`config.mk`:
```
export PLATFORM = sky130hd
export DESIGN_NAME = bot_trail_recorder
export DESIGN_NICKNAME = d
export VERILOG_FILES = /design/src/rtl/bot_trail_pkg.sv /design/src/rtl/bot_trail_match.sv /design/src/rtl/bot_trail_recorder.sv
export SDC_FILE = /design/constraint.sdc
export NUM_CORES = 1
export LEC_CHECK = 0
export CAP_MARGIN = 15
export CORE_MARGIN = 2
export CORE_UTILIZATION = 55
export CTS_BUF_LIST = sky130_fd_sc_hd__clkbuf_4
export DETAILED_ROUTE_END_ITERATION = 10
export PLACE_DENSITY = 0.79
export SYNTH_ARGS = -nofsm -noshare
export SYNTH_HDL_FRONTEND = slang
export SYNTH_SLANG_ARGS = --single-unit
```
`constraint.sdc`:
```
create_clock -name clk -period 4.63 [get_ports clk]
set_clock_uncertainty 0.15 [all_clocks]
set_input_delay 0.926 -clock clk [delete_from_list [all_inputs] [get_ports clk]]
set_output_delay 0.926 -clock clk [all_outputs]
set_load 0.005 [all_outputs]
```
`src/rtl/bot_trail_pkg.sv`:
```
// Shared types and defaults for the RojoBot breadcrumb trail recorder.
// Optional macro TRAIL_FADE_EN enables age-bucket reporting in the match stage.
package bot_trail_pkg;

    localparam int TRAIL_DEPTH_DEF = 16;
    localparam int AGE_W           = 2;

    typedef struct packed {
        logic [7:0] x;
        logic [7:0] y;
    } trail_entry_t;

endpackage

```
`src/rtl/bot_trail_match.sv`:
```
// Combinational compare of one query position against every trail entry.
// With TRAIL_FADE_EN defined, also selects the newest match and reports its age bucket.
module bot_trail_match
    import bot_trail_pkg::*;
#(
    parameter int DEPTH = TRAIL_DEPTH_DEF,
    parameter int AW    = $clog2(DEPTH)
) (
    input  trail_entry_t [DEPTH-1:0] entries,
    input  logic [DEPTH-1:0]         valid,
    input  logic [AW-1:0]            wr_ptr,
    input  logic [7:0]               qry_x,
    input  logic [7:0]               qry_y,
    output logic                     hit,
    output logic [AGE_W-1:0]         age
);

    logic [DEPTH-1:0] match;

    for (genvar i = 0; i < DEPTH; i++) begin : g_cmp
        assign match[i] = valid[i] & (entries[i].x == qry_x) & (entries[i].y == qry_y);
    end

    assign hit = |match;

`ifdef TRAIL_FADE_EN
    logic [AW-1:0] dist;
    logic [AW-1:0] best;
    logic          found;

    // Distance back from the most recent write; the smallest one is the newest match.
    always_comb begin
        dist  = '0;
        best  = '1;
        found = 1'b0;
        for (int i = 0; i < DEPTH; i++) begin
            dist = wr_ptr - AW'(1) - AW'(i);
            if (match[i] && (!found || dist < best)) begin
                best  = dist;
                found = 1'b1;
            end
        end
        age = found ? best[AW-1:AW-2] : '0;
    end
`else
    logic unused_wr_ptr;
    assign unused_wr_ptr = ^wr_ptr;
    assign age           = '0;
`endif

endmodule

```
`src/rtl/bot_trail_recorder.sv`:
```
// Records the most recent distinct RojoBot positions and answers per-pixel trail queries.
// Build option: TRAIL_FADE_EN (age-bucket output; otherwise hit_age is tied low).
module bot_trail_recorder
    import bot_trail_pkg::*;
#(
    parameter  int DEPTH = TRAIL_DEPTH_DEF,
    localparam int AW    = $clog2(DEPTH)
) (
    input  logic             clk,
    input  logic             rst_n,
    input  logic             upd_sysregs,
    input  logic [7:0]       LocX_reg,
    input  logic [7:0]       LocY_reg,
    input  logic             trail_en,
    input  logic             trail_clr,
    input  logic             qry_valid,
    input  logic [7:0]       qry_x,
    input  logic [7:0]       qry_y,
    output logic             hit_valid,
    output logic             hit,
    output logic [AGE_W-1:0] hit_age,
    output logic [AW:0]      trail_count
);

    trail_entry_t [DEPTH-1:0] entries_q, entries_d;
    logic [DEPTH-1:0]         valid_q, valid_d;
    logic [AW-1:0]            wr_ptr_q, wr_ptr_d;
    logic [AW:0]              count_q, count_d;
    logic                     upd_q, upd_d;
    logic [7:0]               last_x_q, last_x_d;
    logic [7:0]               last_y_q, last_y_d;
    logic                     have_last_q, have_last_d;
    logic                     hit_valid_q, hit_valid_d;
    logic                     hit_q, hit_d;
    logic [AGE_W-1:0]         hit_age_q, hit_age_d;

    logic             upd_event;
    logic             record;
    logic             match_hit;
    logic [AGE_W-1:0] match_age;

    // Queries see the pre-write buffer because the matcher looks at the flops.
    bot_trail_match #(.DEPTH(DEPTH), .AW(AW)) u_match (
        .entries (entries_q),
        .valid   (valid_q),
        .wr_ptr  (wr_ptr_q),
        .qry_x   (qry_x),
        .qry_y   (qry_y),
        .hit     (match_hit),
        .age     (match_age)
    );

    assign upd_event = upd_sysregs & ~upd_q;
    assign record    = upd_event & trail_en & ~trail_clr &
                       (~have_last_q | (LocX_reg != last_x_q) | (LocY_reg != last_y_q));

    always_comb begin
        upd_d       = upd_sysregs;
        entries_d   = entries_q;
        valid_d     = valid_q;
        wr_ptr_d    = wr_ptr_q;
        count_d     = count_q;
        last_x_d    = last_x_q;
        last_y_d    = last_y_q;
        have_last_d = have_last_q;

        if (trail_clr) begin
            valid_d     = '0;
            wr_ptr_d    = '0;
            count_d     = '0;
            have_last_d = 1'b0;
        end else if (record) begin
            entries_d[wr_ptr_q] = '{x: LocX_reg, y: LocY_reg};
            valid_d[wr_ptr_q]   = 1'b1;
            wr_ptr_d            = wr_ptr_q + AW'(1);
            last_x_d            = LocX_reg;
            last_y_d            = LocY_reg;
            have_last_d         = 1'b1;
            // Once full, new writes overwrite the oldest slot and the count holds.
            if (count_q != (AW+1)'(DEPTH))
                count_d = count_q + (AW+1)'(1);
        end

        hit_valid_d = qry_valid;
        hit_d       = qry_valid & match_hit;
        hit_age_d   = qry_valid ? match_age : '0;
    end

    always_ff @(posedge clk or negedge rst_n) begin
        if (!rst_n) begin
            valid_q     <= '0;
            wr_ptr_q    <= '0;
            count_q     <= '0;
            upd_q       <= 1'b0;
            last_x_q    <= '0;
            last_y_q    <= '0;
            have_last_q <= 1'b0;
            hit_valid_q <= 1'b0;
            hit_q       <= 1'b0;
            hit_age_q   <= '0;
        end else begin
            valid_q     <= valid_d;
            wr_ptr_q    <= wr_ptr_d;
            count_q     <= count_d;
            upd_q       <= upd_d;
            last_x_q    <= last_x_d;
            last_y_q    <= last_y_d;
            have_last_q <= have_last_d;
            hit_valid_q <= hit_valid_d;
            hit_q       <= hit_d;
            hit_age_q   <= hit_age_d;
        end
    end

    // Entry payload is qualified by valid_q, so it needs no reset.
    always_ff @(posedge clk) begin
        entries_q <= entries_d;
    end

    assign hit_valid   = hit_valid_q;
    assign hit         = hit_q;
    assign hit_age     = hit_age_q;
    assign trail_count = count_q;

endmodule

```
==> impl_metrics.yaml <==
clocking:
  cts_tree: "yes"
  clock-sinks: 301
  postCtsSetupBuffers: 0
  cts_buffer_depth: 3
  cts_made_buffers: 76
  clock_latency_ns: 0.70
  cts.clk_slew.worst_paths_ns: 0.06
  root_buffer: "clkbuf_4"
  h-tree-depth: 3
global_routing:
  grt_util_all_layers_pct: 27.0
  antenna_found_initial: 1
  grt_start_max_net_pins: 46
  grt_overflow: 0
  grt_first_pass_wirelength_um: 46800
  grt_pass1_vias: 7554
power_and_ir_drop:
  combPwrFrac_pct: 7.3
  seqPwrFrac_pct: 52.2
  clkPwrFrac_pct: 40.5
  power.total_mw: 5.75
  p_leak_nw: 4.93
  powerDensity_mw_per_mm2: 386
  peakVddDrop_v: 0.000225
  power.switching_mw: 1.29
  swShare_pct: 22.4
  intPower_mw: 4.47
logic_synthesis:
  synth_edf_count: 256
  synth-xor-area-share_pct: 18.5
  ys_warn_count: 0
  syn_inst: 839
  synthMuxAreaShare_pct: 1.57
  synth_compound_area_share_pct: 1.68
  synthTopCellsByCount: "257 x xnor2_1, 256 x edfxtp_1, 54 x nand4_1"
  yosys.area.top_type: "edfxtp_1"
  ys_seq_elements: 301
  synth_area_mm2: 0.0129
  synthAdderAreaFrac_pct: 0.581
  ys_top_cells_by_area: "edfxtp_1 60%, xnor2_1 17%, dfrtp_1 8.7%"
  synth_flop_cell: "edfxtp_1"
  synth_top_family_by_area: "XOR/XNOR gates"
  avgSynthCellArea_um2: 15.4
  yosysSeqAreaShare_pct: 68.2
  synth-simple-area-share_pct: 6.69
  synth.distinct_cells: 32
  async_flop_share_pct: 15.0
  yosys.area.top_type_share_pct: 59.5
  yosys.cell_count.top_type: "xnor2_1"
final_layout:
  drive_gt1_share_pct: 20.1
  stdcell_count: 1352
  area_growth_pct: 15.5
  fin_util_pct: 64.1
  nFillCells: 1712
  design_area_mm2: 0.0149
  final_nets: 1018
route:
  wl_um: 32000
  drt_iter0_markers: 973
  post_drt_wl_per_cell_um: 23.7
  ant_nets: 0
  vias: 7687
  vias_per_cell: 5.69
  drc: 0
  first_pass_iters: 5
die:
  die_area_mm2: 0.0247
  io_pins: 47
  die_width_um: 157
  core-area_mm2: 0.0233
  die_h_um: 157
  start_util_pct: 55.5
  row_count: 56
critical_path:
  critPathLaunchType: "input port"
  worst-r2r-setup-slack_ns: 1.95
  cp.required_ns: 5.08
  endpoint_kind: "flop"
  cp_max_fo: 12
  crit_arrival_ns: 3.76
  path_class: "in -> reg"
status:
  run_status: "finished, final reports clean"
timing:
  layout_min_cycle_time_ns: 3.31
  finalHoldViolCount: 0
  tightest_slew_ns: 1.17
  setup_tns_ns: 0
  rsz0062_at_grt: "no"
  maxSlewHeadroom_pct: 21.9
  timing.final.crit_share_pct: 71.5
  max_freq_mhz: 302
  drv_slew: 0
  finalSetupViolations: 0
place:
  placed_cell_area_mm2: 0.0138
  io_buffers: 44
  dpl.hpwl_um: 19400
  dp.cells: 1212
  gp_congestion: 0.850
flow_run:
  max-cap-violations: 0
hold_path:
  hold_path.class: "reg -> reg"
==> repair_timing <==
| action | CTS | global route |
|---|---|---|
| resized for setup | 0 | 0 |
| hold buffers | 0 | 1 |
| hold endpoints to repair | 0 | 6 |
==> per-layer routing <==
| layer | share of wire [%] | routed length [um] | track usage [%] | up-vias |
|---|---|---|---|---|
| met5 | 0 | 0 | 0 | - |
| met4 | 4.2 | 1350 | 14.4 | 0 |
| met3 | 8.8 | 2820 | 5.56 | 80 |
| met2 | 49 | 15700 | 43.4 | 446 |
| met1 | 38 | 12200 | 34.9 | 3810 |
| li1 | - | - | - | 3351 |
==> through the flow <==
| step | setup WS (ns) | hold WS [ns] |
|---|---|---|
| after global routing | 1.31 | 0.365 |
| after global placement | 0.724 | 0.313 |
| after floorplan | 1.25 | 0.303 |
| final | 1.32 | 0.344 |
| after detailed placement | 0.697 | 0.332 |
| after CTS | 1.40 | 0.291 |
==> worst paths after layout <==
check                      cells past startpoint             end         from
max                                            8             hit     qry_x[7]
max in group asynchronous                      3     last_y_q[7]        rst_n
min in group asynchronous                      2      valid_q[7]        rst_n
min                                            1     have_last_q  have_last_q
min reg2reg                                    1     have_last_q  have_last_q
max reg2reg                                    4  entries_q[104]        upd_q
==> state kept, by name, summed over array words and instances, names as in the netlist <==
| register | cells |
|---|---|
| hit | 1 |
| last_y_q | 8 |
| valid_q | 16 |
| hit_valid | 1 |
| entries_q | 256 |
| upd_q | 1 |
| trail_count | 5 |
| last_x_q | 8 |
| wr_ptr_q | 4 |
| have_last_q | 1 |
==> power groups by stage <==
stage / clock network [mW] / logic [mW] / registers [mW]
6_report: 2.33 / 0.420 / 3.00
5_1_grt: 2.52 / 0.445 / 3.01
3_5_place_dp: 0 / 0.416 / 3.06
2_1_floorplan: 0 / 0.237 / 3.06
3_3_place_gp: 0 / 0.410 / 3.06
4_1_cts: 2.38 / 0.420 / 3.00
==> final cells by class <==
type / instances / area [um2] / area share, %
antenna: 2 / 5.00 / 0.0336
clock buffer: 124 / 931 / 6.24
clock inverter: 11 / 93.8 / 0.629
inverter: 7 / 26.3 / 0.176
multi-input combinational: 489 / 3780 / 25.3
sequential: 301 / 8810 / 59.1
tap: 319 / 399 / 2.68
timing repair buffer: 99 / 867 / 5.81
==> placed cells by master, fill, tap and decap left out, drive strengths merged, types with 2 or more instances in the layout <==
cell type and n:
xnor2 257, edfxtp 256, clkbuf 124, buf 55
nand4 54, dfrtp 45, clkdlybuf4s50 43, nand3 36
nor2 29, nor4 19, mux2 18, xor2 16
a31oi 12, inv 9, nand2 7, clkinv 7
ha 6, o21a 5, a21o 5, a21oi 5
nor3 5, diode 2, nor2b 2, and3 2
nand4b 2, conb 2, bufinv 2
==> logic make-up (layout without fill, tap and decap cells) <==
group	after synthesis	in the layout
AO/OA/AOI/OAI	31	31
XOR/XNOR	273	273
adder cells (fa/ha/maj)	6	6
buffers and inverters	50	241
flip-flops	301	301
multiplexers	18	18
other	1	4
AND/OR/NAND/NOR	159	159
==> worst max-delay path: stages <==
cell and delay [ns]:
clkdlybuf4s50_1 1.13, buf_4 0.34, xnor2_1 0.16, nand4_1 0.12
nor4_1 0.51, nand3_1 0.17, nand4_1 0.21, o41a_1 0.17
Power figures use the tool's default switching activity.
